==> config.mk <==
export PLATFORM = sky130hd
export DESIGN_NAME = console_port_responder
export DESIGN_NICKNAME = d
export VERILOG_FILES = /design/src/rtl/console_port_responder.sv
export SDC_FILE = /design/constraint.sdc
export NUM_CORES = 1
export LEC_CHECK = 0
export ABC_AREA = 0
export CORE_MARGIN = 2
export CORE_UTILIZATION = 46
export DETAILED_ROUTE_END_ITERATION = 7
export PLACE_DENSITY = 0.84
export SLEW_MARGIN = 20
export SYNTH_ARGS = -nofsm -noshare
export SYNTH_HDL_FRONTEND = slang
export SYNTH_SLANG_ARGS = --single-unit
==> constraint.sdc <==
create_clock -name clock -period 2.4 [get_ports clock]
set_input_delay 0.48 -clock clock [delete_from_list [all_inputs] [get_ports clock]]
set_output_delay 0.48 -clock clock [all_outputs]
set_load 0.01 [all_outputs]
==> src/rtl/console_port_responder.sv <==
// Z80 I/O responder for the S100 console: status/data ports, RX FIFO, TX holding register.
// Latency: reads are combinational (no wait states); FIFO pop, TX load and flag updates land one clock after the cycle edge.
// Backpressure: RX bytes arriving at a full FIFO are dropped (rx_overrun); OUTs while TX is full are dropped (tx_drop).
// Ports:
//   clock, reset              rising-edge clock, synchronous active-high reset
//   address, ioread, iowrite  Z80 I/O cycle (levels, may span several clocks)
//   cpu_dout                  CPU write data, valid while iowrite is high
//   port_din, port_din_sel    read data and select toward the CPU data-in mux
//   rx_strobe, rx_data        one-clock console byte arrival
//   tx_valid, tx_data, tx_ready  TX holding register handshake toward the console
module console_port_responder #(
  parameter int         DEPTH       = 4,
  parameter logic [7:0] STATUS_PORT = 8'h00,
  parameter logic [7:0] DATA_PORT   = 8'h01
) (
  input  logic       clock,
  input  logic       reset,
  input  logic [7:0] address,
  input  logic       iowrite,
  input  logic       ioread,
  input  logic [7:0] cpu_dout,
  output logic [7:0] port_din,
  output logic       port_din_sel,
  input  logic       rx_strobe,
  input  logic [7:0] rx_data,
  output logic       tx_valid,
  output logic [7:0] tx_data,
  input  logic       tx_ready
);

  localparam int PTR_W = $clog2(DEPTH);
  localparam int CNT_W = PTR_W + 1;

  logic             ioread_d;
  logic             iowrite_d;
  logic [7:0]       rd_addr;
  logic [7:0]       mem [DEPTH];
  logic [PTR_W-1:0] wr_ptr;
  logic [PTR_W-1:0] rd_ptr;
  logic [CNT_W-1:0] count;
  logic             rx_overrun;
  logic             tx_drop;

  logic in_start, in_end, out_start;
  logic rx_empty, rx_full;
  logic pop, push, overrun_set, flags_clr, tx_load, drop_set;

  // Edges are taken from registered copies so a multi-clock IN/OUT acts once.
  assign in_start  = ioread & ~ioread_d;
  assign in_end    = ~ioread & ioread_d;
  assign out_start = iowrite & ~iowrite_d;

  assign rx_empty = (count == '0);
  assign rx_full  = (count == CNT_W'(DEPTH));

  // IN-end actions use the address captured at IN start, since the bus
  // address may already have moved on when ioread drops.
  assign pop       = in_end & (rd_addr == DATA_PORT) & ~rx_empty;
  assign flags_clr = in_end & (rd_addr == STATUS_PORT);

  // A pop in the same clock frees the slot, so a full FIFO still accepts.
  assign push        = rx_strobe & (~rx_full | pop);
  assign overrun_set = rx_strobe & rx_full & ~pop;

  // TX occupancy is judged before any same-clock accept: the write is dropped.
  assign tx_load  = out_start & (address == DATA_PORT) & ~tx_valid;
  assign drop_set = out_start & (address == DATA_PORT) & tx_valid;

  always_ff @(posedge clock) begin
    if (reset) begin
      ioread_d   <= 1'b0;
      iowrite_d  <= 1'b0;
      rd_addr    <= 8'h00;
      wr_ptr     <= '0;
      rd_ptr     <= '0;
      count      <= '0;
      rx_overrun <= 1'b0;
      tx_drop    <= 1'b0;
      tx_valid   <= 1'b0;
      tx_data    <= 8'h00;
    end else begin
      ioread_d  <= ioread;
      iowrite_d <= iowrite;
      if (in_start) rd_addr <= address;

      if (push) wr_ptr <= wr_ptr + PTR_W'(1);
      if (pop)  rd_ptr <= rd_ptr + PTR_W'(1);
      if (push && !pop)      count <= count + CNT_W'(1);
      else if (pop && !push) count <= count - CNT_W'(1);

      // A dropping event in the clearing clock wins, so set comes last.
      if (flags_clr)   rx_overrun <= 1'b0;
      if (overrun_set) rx_overrun <= 1'b1;
      if (flags_clr)   tx_drop    <= 1'b0;
      if (drop_set)    tx_drop    <= 1'b1;

      if (tx_valid && tx_ready) tx_valid <= 1'b0;
      if (tx_load) begin
        tx_valid <= 1'b1;
        tx_data  <= cpu_dout;
      end
    end
  end

  // Storage needs no reset: the head is masked whenever the FIFO is empty.
  always_ff @(posedge clock) begin
    if (push) mem[wr_ptr] <= rx_data;
  end

  always_comb begin
    port_din     = 8'h00;
    port_din_sel = 1'b0;
    if (!reset && ioread) begin
      if (address == STATUS_PORT) begin
        port_din_sel = 1'b1;
        port_din     = {4'b0000, tx_drop, rx_overrun, ~tx_valid, ~rx_empty};
      end else if (address == DATA_PORT) begin
        port_din_sel = 1'b1;
        port_din     = rx_empty ? 8'h00 : mem[rd_ptr];
      end
    end
  end

endmodule

==> tab_implementation.tex, run 1 <==
\begin{tabular}{lr}
\hline
Metric & Value \\
\hline
\multicolumn{2}{l}{\textbf{Timing}} \\
\quad Smallest hold slack & 0.4436 ns \\
\quad Number of slew-limit violations in the final report & 0 \\
\quad Setup repair after global routing missed its margin & false \\
\quad Transition time at the pin with the least slew margin & 0.4577 ns \\
\quad Worst Clk Skew & 0.007833 ns \\
\quad PnR worst setup slack & 0.06699 ns \\
\quad Max-slew headroom at the worst pin & 0.6942 \\
\quad Endpoints failing hold & 0 \\
\quad Fin crit share & 0.9721 \\
\quad Total of endpoints with negative setup slack in the final report & 0 \\
\quad Shortest period the worst path allows & between 2 and 2.5 ns \\
\quad Top achievable clock speed & 428.6 MHz \\
\multicolumn{2}{l}{\textbf{Clocking}} \\
\quad Number of clock buffers inserted by TritonCTS & 9 \\
\quad Clk slew on worst S/H paths & 0.07 ns \\
\quad CTS Root Buffer Type & sky130\_fd\_sc\_hd\_\_clkbuf\_8 \\
\quad Max Root-Sink Buffers & 2 \\
\quad Clock latency at the later pin of the worst-skew pair & 0.34 ns \\
\quad Number of clock sinks seen by CTS & 62 \\
\quad H-Tree Depth & 3 \\
\quad Clock tree from TritonCTS & yes \\
\multicolumn{2}{l}{\textbf{Pwr}} \\
\quad Logic gate share of total power & 0.139 \\
\quad Total chip power & 2.513 mW \\
\quad Flop pwr share & 0.489 \\
\quad Power Internal & 1.908 mW \\
\quad Power per standard cell area & 703.6 nW/um\^{}2 \\
\quad Switching power & 0.6050 mW \\
\quad Leakage dissipation & roughly 1.4 nW \\
\quad Share of total power consumed by net switching & 0.2407 \\
\quad Clock power frac & 0.372 \\
\quad Peak VDD IR & 463.8 uV \\
\multicolumn{2}{l}{\textbf{Floorplan}} \\
\quad Die area & 6089 um\^{}2 \\
\quad Core outline area & about 5200 um\^{}2 \\
\quad Die Ht & 78.03 um \\
\quad Die X & 78.03 um \\
\quad Ports & 48 \\
\quad Starting density of the core & 0.4844 \\
\quad Placement Rows & 26 \\
\multicolumn{2}{l}{\textbf{Worst setup path}} \\
\quad Critical path fanouts, max & 4 \\
\quad CP required & 1.92 ns \\
\quad Crit path arrival time & 1.85 ns \\
\quad Setup slack, reg-to-reg & 0.15 ns \\
\quad Type of element capturing the critical path & primary output \\
\quad Number of cell instances on the worst register-to-register path & 9 \\
\quad Critical path launch point type & register \\
\quad Worst flop-to-flop path endpoint & count[2] \\
\quad Worst Setup Path Type & reg2out \\
\quad Critical register-to-register path startpoint & rd\_addr[1] \\
\multicolumn{2}{l}{\textbf{Status}} \\
\quad Status & complete, no violations \\
\multicolumn{2}{l}{\textbf{Drt}} \\
\quad Detailed router's first-iteration violation count & 106 \\
\quad Ratio of routed vias to standard cells & $\sim$5.0 \\
\quad Length of the first detailed-routing pass in iterations & 4 \\
\quad Total via count after detailed routing & roughly 1700 \\
\quad Number of routed nets with antenna violations & 0 \\
\quad Routed wire per std cell & $\sim$15 um \\
\quad Drt total wl & 5361 um \\
\quad Total DRC errors in the routed layout & 0 \\
\multicolumn{2}{l}{\textbf{Placement}} \\
\quad Final HPWL from detailed placement & $\sim$3800 um \\
\quad Pre-CTS worst setup slack & -0.6530 ns \\
\quad Input/output buffers & between 40 and 50 \\
\quad Weighted congestion at the end of routability-driven global placement & roughly 0.76 \\
\multicolumn{2}{l}{\textbf{Global routing}} \\
\quad Overall track demand over capacity in global routing & 0.1958 \\
\quad Most Crowded Layer GR & met2 \\
\quad Global-route wire length before repair & 8976 um \\
\quad Total global routing overflow & 0 \\
\quad Met3 Resource Use GR & 0.05057 \\
\quad Antenna violations before repair & 0 \\
\quad Via count of the first global-routing pass & 1871 \\
\quad GRT met2 Usage & 0.3241 \\
\quad Met1 demand-to-capacity share in global routing & 0.2302 \\
\quad Maximum number of pins on one net before global-route repair & 31 \\
\multicolumn{2}{l}{\textbf{Synth}} \\
\quad Synthesized Nets & 225 \\
\quad Count of state elements after synthesis & 62 \\
\quad Count of synthesis-stage warnings from yosys & 0 \\
\quad Synth Cell Area & 2521 um\^{}2 \\
\quad Number of cells produced by synthesis & 189 \\
\quad Avg Inst Size Synth & 13.34 um\^{}2 \\
\quad Distinct cells, synth & 34 \\
\quad Post-synthesis sequential area ratio & 0.6194 \\
\multicolumn{2}{l}{\textbf{Finish}} \\
\quad Antenna cells & 0 \\
\quad Number of nets in the layout & about 300 \\
\quad Layout overhead on the synthesized area & 41.69\% \\
\quad Multi-input gate area in the final layout & around 950 um\^{}2 \\
\quad Commonest non-fill, non-tap cell in the layout & sky130\_fd\_sc\_hd\_\_edfxtp\_1 \\
\quad Seq. cell area & 1563 um\^{}2 \\
\quad Top library cells by usage in the layout, fill and taps aside & 32 x sky130\_fd\_sc\_hd\_\_edfxtp\_1, 31 x sky130\_fd\_sc\_hd\_\_clkdlybuf4s50\_1, 29 x sky130\_fd\_sc\_hd\_\_dfxtp\_1 \\
\quad Fraction of layout cells with a size suffix above 1 & 0.2924 \\
\quad Layout filler cell count & 361 \\
\multicolumn{2}{l}{\textbf{Worst hold path}} \\
\quad Startpoint of the tightest hold check path & address[6] \\
\quad Hold path cells & 3 \\
\quad Class of the tightest hold or removal check & in2reg \\
\quad Hold Path End & rd\_addr[6] \\
\multicolumn{2}{l}{\textbf{Flow run}} \\
\quad Max-cap violation count & 0 \\
\hline
\end{tabular}
sequential cells by signal, indices dropped and copies added (netlist names), named ones only:
register	flops
mem	32
rd_addr	8
rd_ptr	2
count	3
wr_ptr	2
tx_data	8
ioread_d	1
iowrite_d	1
tx_drop	1
tx_valid	1
rx_overrun	1
layer usage:
layer / vias to the layer above / wire length (um)
li1: 849 / -
met2: 48 / 2701
met5: - / 0
met4: 0 / 165
met3: 17 / 235
met1: 827 / 2258
power by group through the flow:
stage	logic, mW	registers (mW)	clock network (mW)
3_5_place_dp	0.336	1.25	0
4_1_cts	0.341	1.23	0.952
6_report	0.348	1.23	0.935
2_1_floorplan	0.161	1.24	0
5_1_grt	0.380	1.24	1.00
3_3_place_gp	0.324	1.24	0
worst max path at each step:
stage,to,slack (ns),depth (start not counted)
final,port_din[2],0.07,5
after global routing,port_din[2],0.006,5
after CTS,port_din[3],-0.009,7
after detailed placement,port_din[6],-0.65,7
after global placement,port_din[7],-0.59,7
after floorplan,count[2],0.003,9
synth_stat cells:
master | n | area, um^2
sky130_fd_sc_hd__a21boi_2 | 1 | 11.26
sky130_fd_sc_hd__or4_4 | 1 | 11.26
sky130_fd_sc_hd__inv_1 | 6 | 22.52
sky130_fd_sc_hd__edfxtp_1 | 32 | 960.9
sky130_fd_sc_hd__a211oi_1 | 1 | 7.510
sky130_fd_sc_hd__nor2_1 | 29 | 108.9
sky130_fd_sc_hd__xnor2_1 | 1 | 8.760
sky130_fd_sc_hd__nand2_1 | 2 | 7.510
sky130_fd_sc_hd__buf_2 | 1 | 5.000
sky130_fd_sc_hd__mux2i_1 | 18 | 180.2
sky130_fd_sc_hd__nor3b_1 | 1 | 7.510
sky130_fd_sc_hd__ha_1 | 5 | 62.56
sky130_fd_sc_hd__nor2b_1 | 7 | 43.79
sky130_fd_sc_hd__xor2_1 | 2 | 17.52
sky130_fd_sc_hd__dfxtp_1 | 30 | 600.6
sky130_fd_sc_hd__o31a_1 | 1 | 8.760
sky130_fd_sc_hd__nand2b_1 | 2 | 12.51
sky130_fd_sc_hd__mux2_2 | 1 | 11.26
sky130_fd_sc_hd__o21ai_0 | 3 | 15.01
sky130_fd_sc_hd__and2_1 | 4 | 25.02
sky130_fd_sc_hd__nor4b_2 | 1 | 15.01
sky130_fd_sc_hd__nand3_1 | 1 | 5.000
sky130_fd_sc_hd__fa_1 | 1 | 20.02
sky130_fd_sc_hd__or3_1 | 3 | 18.77
sky130_fd_sc_hd__nor4_2 | 1 | 12.51
sky130_fd_sc_hd__a31oi_1 | 1 | 6.260
sky130_fd_sc_hd__clkbuf_1 | 5 | 18.77
sky130_fd_sc_hd__buf_6 | 1 | 11.26
sky130_fd_sc_hd__a21oi_1 | 7 | 35.03
sky130_fd_sc_hd__nor3_1 | 5 | 25.02
sky130_fd_sc_hd__nand3b_1 | 1 | 7.510
sky130_fd_sc_hd__mux4_2 | 8 | 180.2
sky130_fd_sc_hd__and3_1 | 4 | 25.02
sky130_fd_sc_hd__nand4_1 | 2 | 12.51
cell families (layout without fill, tap and decap cells):
kind of cell	count (synthesis)	count (layout)	synth area share
and+or+nand+nor	64	64	0.1340
DFF	62	62	0.6194
muxes	27	27	0.1474
AOI/OAI and AO/OA	14	14	0.03325
buffers and inverters	13	101	0.02283
adders and majority gates	6	6	0.03275
xor gates and xnor gates	3	3	0.01042
timing repair:
item,CTS,global route
hold buffers,0,0
hold endpoints to repair,0,0
pin swaps,5,7
endpoints found under the setup margin,10,10
buffers inserted,2,2
gates resized for setup,44,11
through the flow:
step | instances | cell area, um^2 | utilization | setup TNS (ns)
finish | 347 | 3572 | 0.6863 | 0
global route | 347 | 3572 | 0.6863 | 0
CTS | 345 | 3528 | 0.6779 | -0.01698
detailed placement | 327 | 3316 | 0.6370 | -6.401
global placement | 327 | 3316 | 0.6370 | -5.826
floorplan | 189 | 2532 | - | 0
critical path: stages (launching register included):
cell and delay [ns]:
sky130_fd_sc_hd__dfxtp_1 0.34, sky130_fd_sc_hd__buf_4 0.16, sky130_fd_sc_hd__mux4_2 0.50, sky130_fd_sc_hd__a21oi_1 0.24, sky130_fd_sc_hd__nor2_2 0.06, sky130_fd_sc_hd__clkdlybuf4s15_2 0.22
layout make-up:
| cell class | instances | share of cell area |
|---|---|---|
| sequential | 62 | 0.4375 |
| tap | 70 | 0.02452 |
| clock inverter | 4 | 0.006305 |
| clock buffer | 12 | 0.05254 |
| multi-input combinational | 114 | 0.2669 |
| timing repair buffer | 79 | 0.2053 |
| inverter | 6 | 0.007005 |
Power figures use the tool's default switching activity.
==> inputs of run 2 (changes only) <==
--- a/config.mk
+++ b/config.mk
@@ -8,9 +8,11 @@
 export ABC_AREA = 0
 export CORE_MARGIN = 2
 export CORE_UTILIZATION = 46
+export CTS_CLUSTER_SIZE = 14
 export DETAILED_ROUTE_END_ITERATION = 7
 export PLACE_DENSITY = 0.84
 export SLEW_MARGIN = 20
 export SYNTH_ARGS = -nofsm -noshare
 export SYNTH_HDL_FRONTEND = slang
 export SYNTH_SLANG_ARGS = --single-unit
+export TNS_END_PERCENT = 30
==> results of run 2 <==
The final DEF is identical to that of run 1; final timing and power are the same.
==> inputs of run 3 (changes only) <==
--- a/config.mk
+++ b/config.mk
@@ -11,7 +11,7 @@
 export CTS_CLUSTER_SIZE = 14
 export DETAILED_ROUTE_END_ITERATION = 7
 export PLACE_DENSITY = 0.84
-export SLEW_MARGIN = 20
+export SLEW_MARGIN = 40
 export SYNTH_ARGS = -nofsm -noshare
 export SYNTH_HDL_FRONTEND = slang
 export SYNTH_SLANG_ARGS = --single-unit
==> results of run 3 <==
The final DEF is identical to that of run 1; final timing and power are the same.
